**config.mk**
```make
export PLATFORM = sky130hd
export DESIGN_NAME = dfilter_ctrl
export DESIGN_NICKNAME = d
export VERILOG_FILES = /design/src/rtl/dfilter_ctrl.sv
export SDC_FILE = /design/constraint.sdc
export NUM_CORES = 1
export LEC_CHECK = 0
export CAP_MARGIN = 30
export CORE_MARGIN = 2
export CORE_UTILIZATION = 51
export DETAILED_ROUTE_END_ITERATION = 16
export PLACE_DENSITY = 0.84
export SLEW_MARGIN = 20
export SYNTH_ARGS = -nofsm -noshare
export SYNTH_HDL_FRONTEND = slang
export SYNTH_SLANG_ARGS = --single-unit
```
**constraint.sdc**
```tcl
create_clock -name clk -period 1.8 [get_ports clk]
set_input_delay 0.27 -clock clk [delete_from_list [all_inputs] [get_ports clk]]
set_output_delay 0.27 -clock clk [all_outputs]
set_load 0.02 [all_outputs]
```
**src/rtl/dfilter_ctrl.sv**
```systemverilog
// dfilter_ctrl
//   Control and scheduling block for a bank of NCH digital noise filters.
//   - Prescaler that produces the shared one-clock sampling strobe refclk.
//   - Small register file for per-channel polarity and rise/fall filter times.
//   - Sticky capture of active/inactive edge pulses with a level interrupt.
//
// Ports
//   clk, rst_n        clock, asynchronous active-low reset
//   we, re            one-clock register write / read strobes
//   addr, wdata       register address and write data
//   rdata, rvalid     registered read data (held) and one-clock valid pulse
//   refclk            filter sampling strobe, shared by all channels
//   pol               per-channel polarity (1 = high active)
//   flt_rise_st/fall  per-channel filter times, channel n at [n*BW +: BW]
//   flt_level         per-channel filtered level (readable at LEVEL)
//   act_edge/inact_edge  per-channel edge pulses captured into STATUS
//   irq               registered level interrupt
//
// Register map
//   0x0 CTRL   [0] en, [31:16] presc
//   0x1 POL    [NCH-1:0]
//   0x2 IRQ_EN [7:0] act enables, [15:8] inact enables
//   0x3 STATUS [7:0] act sticky, [15:8] inact sticky (write 1 to clear)
//   0x4 LEVEL  flt_level (read only)
//   0x8+n FLTn [BW-1:0] rise, [BW+15:16] fall
module dfilter_ctrl #(
  parameter int          NCH       = 4,
  parameter int          BW        = 8,
  parameter logic [15:0] PRESC_INI = 16'd0,
  parameter logic [7:0]  FLT_INI   = 8'hFF
) (
  input  logic              clk,
  input  logic              rst_n,
  input  logic              we,
  input  logic              re,
  input  logic [3:0]        addr,
  input  logic [31:0]       wdata,
  output logic [31:0]       rdata,
  output logic              rvalid,
  output logic              refclk,
  output logic [NCH-1:0]    pol,
  output logic [NCH*BW-1:0] flt_rise_st,
  output logic [NCH*BW-1:0] flt_fall_st,
  input  logic [NCH-1:0]    flt_level,
  input  logic [NCH-1:0]    act_edge,
  input  logic [NCH-1:0]    inact_edge,
  output logic              irq
);

  localparam logic [BW-1:0] FLT_RST = BW'(FLT_INI);

  logic           en_reg;
  logic [15:0]    presc_reg;
  logic [15:0]    cnt_reg;
  logic           refclk_reg;
  logic [NCH-1:0] pol_reg;
  logic [NCH-1:0] act_en_reg;
  logic [NCH-1:0] inact_en_reg;
  logic [NCH-1:0] act_st_reg;
  logic [NCH-1:0] inact_st_reg;
  logic           irq_reg;
  logic [31:0]    rdata_reg;
  logic           rvalid_reg;
  logic [31:0]    rd_word;

  logic           ctrl_wr;
  logic           st_wr;
  logic [NCH-1:0] act_clr;
  logic [NCH-1:0] inact_clr;

  // Only a subset of wdata bits is architected for small NCH/BW.
  logic unused_wdata;
  assign unused_wdata = ^wdata;

  assign ctrl_wr   = we && (addr == 4'h0);
  assign st_wr     = we && (addr == 4'h3);
  assign act_clr   = st_wr ? wdata[NCH-1:0]  : '0;
  assign inact_clr = st_wr ? wdata[8 +: NCH] : '0;

  // Control, polarity and interrupt-enable registers
  always_ff @(posedge clk or negedge rst_n) begin
    if (!rst_n) begin
      en_reg       <= 1'b0;
      presc_reg    <= PRESC_INI;
      pol_reg      <= '0;
      act_en_reg   <= '0;
      inact_en_reg <= '0;
    end else if (we) begin
      case (addr)
        4'h0: begin
          en_reg    <= wdata[0];
          presc_reg <= wdata[31:16];
        end
        4'h1: pol_reg <= wdata[NCH-1:0];
        4'h2: begin
          act_en_reg   <= wdata[NCH-1:0];
          inact_en_reg <= wdata[8 +: NCH];
        end
        default: ;
      endcase
    end
  end

  // Per-channel filter time registers, driven straight onto the outputs
  for (genvar gi = 0; gi < NCH; gi++) begin : g_ch
    logic [BW-1:0] rise_reg;
    logic [BW-1:0] fall_reg;

    always_ff @(posedge clk or negedge rst_n) begin
      if (!rst_n) begin
        rise_reg <= FLT_RST;
        fall_reg <= FLT_RST;
      end else if (we && (addr == 4'(8 + gi))) begin
        rise_reg <= wdata[BW-1:0];
        fall_reg <= wdata[16 +: BW];
      end
    end

    assign flt_rise_st[gi*BW +: BW] = rise_reg;
    assign flt_fall_st[gi*BW +: BW] = fall_reg;
  end

  // Prescaler: the compare against presc (rather than an overflow check)
  // keeps presc=16'hFFFF a plain 65536-clock period. A CTRL write restarts
  // the phase and masks the strobe for one clock.
  always_ff @(posedge clk or negedge rst_n) begin
    if (!rst_n) begin
      cnt_reg    <= 16'd0;
      refclk_reg <= 1'b0;
    end else if (ctrl_wr || !en_reg) begin
      cnt_reg    <= 16'd0;
      refclk_reg <= 1'b0;
    end else begin
      refclk_reg <= (cnt_reg == presc_reg);
      cnt_reg    <= (cnt_reg == presc_reg) ? 16'd0 : cnt_reg + 16'd1;
    end
  end

  // Sticky status: the OR of new edges comes after the clear so a
  // simultaneous edge wins over a W1C.
  always_ff @(posedge clk or negedge rst_n) begin
    if (!rst_n) begin
      act_st_reg   <= '0;
      inact_st_reg <= '0;
      irq_reg      <= 1'b0;
    end else begin
      act_st_reg   <= (act_st_reg & ~act_clr) | act_edge;
      inact_st_reg <= (inact_st_reg & ~inact_clr) | inact_edge;
      irq_reg      <= |((act_st_reg & act_en_reg) | (inact_st_reg & inact_en_reg));
    end
  end

  // Read mux works on current register contents, so a same-cycle write
  // is not visible to the read.
  always_comb begin
    rd_word = '0;
    case (addr)
      4'h0: begin
        rd_word[0]     = en_reg;
        rd_word[31:16] = presc_reg;
      end
      4'h1: rd_word[NCH-1:0] = pol_reg;
      4'h2: begin
        rd_word[NCH-1:0]  = act_en_reg;
        rd_word[8 +: NCH] = inact_en_reg;
      end
      4'h3: begin
        rd_word[NCH-1:0]  = act_st_reg;
        rd_word[8 +: NCH] = inact_st_reg;
      end
      4'h4: rd_word[NCH-1:0] = flt_level;
      default: begin
        for (int n = 0; n < NCH; n++) begin
          if (addr == 4'(8 + n)) begin
            rd_word[BW-1:0]  = flt_rise_st[n*BW +: BW];
            rd_word[16 +: BW] = flt_fall_st[n*BW +: BW];
          end
        end
      end
    endcase
  end

  always_ff @(posedge clk or negedge rst_n) begin
    if (!rst_n) begin
      rdata_reg  <= 32'd0;
      rvalid_reg <= 1'b0;
    end else begin
      rvalid_reg <= re;
      if (re) begin
        rdata_reg <= rd_word;
      end
    end
  end

  assign rdata  = rdata_reg;
  assign rvalid = rvalid_reg;
  assign refclk = refclk_reg;
  assign pol    = pol_reg;
  assign irq    = irq_reg;

endmodule

```
# Word-level counts from Yosys, hierarchy flattened
# Index checks and enable logic that the tools add are counted.
# word_totals
regBits	148
word_cells	73
# op_classes
add_sub_neg	1
n_eq_ne	9
mux	19
n_bitwise	9
reduce_logical	15
# op_table
operator	n
$mux W8	9
$mux W16	2
$add A16 B1 Y16 const B	1
$and A4 B4 Y4	4
$eq A16 B16 Y1	1
$eq A4 B4 Y1 const B	4
$pmux W8 S2	1
$pmux W3 S5	1
$mux W4	3
$or A4 B4 Y4	3
$eq A4 B2 Y1 const B	2
$not A4 Y4	2
$pmux W4 S2	1
$reduce_or A4 Y1	2
$logic_and A1 B1 Y1	6
$reduce_and A2 Y1	3
$pmux W1 S5	1
$reduce_or A5 Y1	1
$eq A4 B1 Y1 const B	1
$eq A4 B3 Y1 const B	1
$logic_not A4 Y1	1
$logic_not A1 Y1	1
$logic_or A1 B1 Y1	1
$mux W1	1

# Longest topological paths before layout
# depth
depth_word	6
depth_mapped	7
depth_no_buf	5

# Worst setup path after synthesis
# Ideal clock, no wire load.
# synth_timing
kind	in2reg
from	input addr[0]
to	register g_ch[1].fall_reg[4]
t_arrival_ns	1.640
path_slack_ns	0.078
cell_stages	6
n_path_buf	3
path_cell_list	buf_2 -> buf_4 -> nand3b_1 -> nor3b_4 -> buf_4 -> mux2_2
# synth_via
elab_chain_len	2
# synth_rtl
item	line	text
from (decl)	36	input logic [3:0] addr,
$eq A4 B4 Y1	113	end else if (we && (addr == 4'(8 + gi))) begin
$logic_and A1 B1 Y1	113	
to (signal assigned)	115	fall_reg <= wdata[16 +: BW];
to (decl)	107	logic [BW-1:0] fall_reg;
# Every way passes these cells.
# A chain may end at the register's enable or synchronous reset.

# Final worst setup path
# layout_timing
from	input addr[3]
to	register rdata_reg[2] (netlist: rdata[2])
# layout_via
elab_chain_len	6
elab_cells_between_ends	14
# layout_rtl
item	line	text
$eq A4 B4 Y1	174	if (addr == 4'(8 + n)) begin
$mux W8 (4 in series)	174	
$pmux W3 S5 (*)	157	case (addr)
to (signal assigned)	190	rdata_reg <= rd_word;
to (decl)	62	logic [31:0] rdata_reg;
# Mark *: on every way between the ends. The rest lies on a longest branch, timed or not.

==> results.cfg <==
[drt]
avgRoutedWirePerCell_um = 20.33
viasPerCell = 5.725
first_iter_violations = 277
totalWireLength_um = 17830
ant_nets = 0
drc = 0
num_vias = 5021
drt_first_pass_iters = 5

[setup_path]
reg2reg_to = cnt_reg[15]
critPathRequiredTime_ns = 2.11
startpoint_type = input pin
cp.arrival_ns = 2.10
r2r_slack_ns = 0.10
worstPathCellList = clkdlybuf4s50_1 -> or2_2 -> a222oi_1 -> mux2i_1 -> mux2_2
cp_slowest_cell = clkdlybuf4s50_1
ff2ff_path_depth = 4
critPathKind = in -> reg
crit_family = buffers and inverters
cp-end-kind = register
critPathBufInv = 1
worstPathMaxFanout = 5
slowest_delay_ns = 0.52
worst-path-stages = 5
r2r-start = cnt_reg[0]

[logic_synthesis]
synth_area_leader_cell = dfrtp_1
ys_ff_latch = 148
synth_xor_area_share_pct = 3.734
synthAdderAreaFrac_pct = 0.1839
ys_async_sr_fraction_pct = 100.0
muxShareOfSynthArea_pct = 21.85
ys_types = 54
yosysWarningCount = 0
synth_area_per_cell_um2 = 13.23
synth-simple-area-share_pct = 8.736
synth_compound_area_share_pct = 6.401
ys.flop_type = dfrtp_1
synth_seq_area_share_pct = 55.62
syn_area_mm2 = 0.006803
synth_edf_count = 0
yosysTopAreaCellShare_pct = 30.90
synth_area_leaders = dfrtp_1, dfstp_2, mux2_2, mux4_2, xnor2_1
synth_top_family_by_area = multiplexers
synthCells = 514

[power_and_ir_drop]
power.leakage_uw = 0.003873
finalPower_uw = 11340
p_sw_share_pct = 27.59
p_sw_uw = 3128
p_int_uw = 8208
p_per_area_mw_per_mm2 = 1208
seqPwrFrac_pct = 41.0
power_frac_clock_pct = 36.5
pwr-share-comb_pct = 22.5
ir_drop_mv = 0.7231

[clock_network]
cts-root-buf = clkbuf_16
clock_path_buffers = 2
clock_sinks = 148
htreeDepth = 4
path_clk_slew_ns = 0.06
cts_tree = built
numCtsBuffers = 17
clk-insertion-delay-late_ns = 0.43

[sta]
setup_viol = 0
clock_skew_ns = 0.005943
maxSlewViolCount = 0
fmax_mhz = 558.9
min_period_ns = 1.789
hold_viol = 0
rsz0062_at_grt = no
fin_crit_sh_pct = 99.41

[floorplan]
die_y_um = 119.5
io_pins = 155
rows = 42
die_w_um = 119.5
start_util_pct = 51.78
die_area_mm2 = 0.01428
coreArea_mm2 = 0.01314

[final_layout]
antenna-diode-count = 0
fin_cells = 877
layout-drive-gt1-share_pct = 37.23
nNetsFinal = 741
area_growth_pct = 38.00

[min_path]
min_path_cells = 2
min_path_type = in -> reg
hp-start = re
whs_endpoint = rdata[8]

[grt]
antenna_found_initial = 0
grt_util_met1_pct = 32.53
grt_usage_pct = 26.36
grt_pass1_vias = 5496
use_met3_pct = 5.989
grt_max_degree = 76
top_usage_layer = met2
grt_util_met2_pct = 44.57
grt_remaining_overflow = 0
grt_pass1_wl_um = 29080

[status]
status = complete, no violations

[placement]
place.gp.congestion = 0.8861
place_hpwl_um = 12200
io_buffers = 146
placedCellCount = 844

[run]
drv_cap = 0
repair_timing:
action | in CTS | in global routing
setup endpoints to repair | 64 | 2
hold endpoints to repair | 31 | 0
setup buffers | 0 | 0
hold buffers | 1 | 0
gates resized for setup | 64 | 2
routing by layer:
metal / share of wire [%] / vias up / routed length [um]
li1: - / 2202 / -
met4: 2.6 / 0 / 459
met1: 39 / 2567 / 7022
met5: 0 / - / 0
met3: 5.9 / 39 / 1058
met2: 52 / 213 / 9286
logic make-up (layout without fill, tap and decap cells):
logic type      count (synthesis)  in the layout
mux                           120            120
simple gates                  102            102
fa+ha+maj                       1              1
xor+xnor                       29             29
flops                         148            148
other cells                     1              4
compound gates                 64             64
buf+inv                        49            233
per-stage QoR:
| step | worst slack [ns] | util, % | cell area (um2) | hold WS, ns | setup TNS (ns) |
|---|---|---|---|---|---|
| finish | 0.01066 | 71.46 | 9388 | 0.2232 | 0 |
| global route | 0.0001235 | 71.46 | 9388 | 0.2352 | 0 |
| CTS | 0.03293 | 71.40 | 9380 | 0.2049 | 0 |
| detailed placement | -0.3833 | 66.50 | 8737 | 0.1150 | -30.12 |
| global placement | -0.2691 | 66.50 | 8737 | 0.1135 | -26.95 |
| floorplan | 0.07769 | - | 6814 | -0.02559 | 0 |
worst register-to-register path: stages (launching register included):
cell and delay [ns]:
dfrtp_1 0.44, nand4_2 0.13, or3_1 0.38, or4_1 0.43, a211oi_2 0.23
power by group through the flow:
stage | clock, uW | combinational [uW] | sequential, uW
global placement | 0 | 2710 | 4650
global route | 4360 | 2690 | 4720
finish | 4140 | 2550 | 4650
floorplan | 0 | 958 | 5070
CTS | 4200 | 2570 | 4640
detailed placement | 0 | 2770 | 4690
placed cells by master (no fill, tap or decap), types with 14 or more instances in the layout:
master,n
clkdlybuf4s50_1,79
clkbuf_16,21
xnor2_1,28
dfrtp_1,83
mux2_2,98
dlygate4sd2_1,64
inv_1,16
nand2_1,14
buf_4,27
dfstp_2,64
nand3_1,18
nor3_1,18
o21ai_0,14
nor2_1,16
a22oi_1,16
worst max-delay path by stage:
stage	startpoint	to	slack, ns
2_1_floorplan	addr[0]	g_ch[1].fall_reg[4]	0.08
5_1_grt	addr[3]	rdata[2]	0.0001
3_3_place_gp	addr[3]	g_ch[2].fall_reg[2]	-0.27
3_5_place_dp	addr[1]	rdata[2]	-0.38
6_report	addr[3]	rdata[2]	0.01
4_1_cts	cnt_reg[0]	cnt_reg[12]	0.03
cells in the mapped netlist, types with 2 or more instances:
master / instances
nand2_2: 2
dfrtp_1: 84
a21o_1: 8
clkbuf_1: 10
nand3b_1: 2
xnor2_1: 28
o21ai_0: 14
buf_4: 9
nor2b_1: 3
nor4_1: 4
a222oi_1: 3
nand3_1: 18
mux2_2: 98
nor4_4: 2
nand4_1: 6
buf_2: 11
nor2_1: 16
o32a_1: 3
nand2_1: 14
mux4_2: 13
mux2i_1: 9
dfstp_2: 64
nand2b_1: 2
buf_1: 2
a21oi_1: 13
inv_1: 16
a22oi_1: 16
nor3_1: 18
final cells by class:
cell class,count,area (um2)
flip-flops and latches,148,3785
fillers,904,3750
inverters,16,60.06
repair buffers,185,1805
multi-input cells,320,2804
clock inverters,5,125.1
clock buffers,27,588.1
well taps,176,220.2
Note: power is estimated with default switching activity, not from simulation.
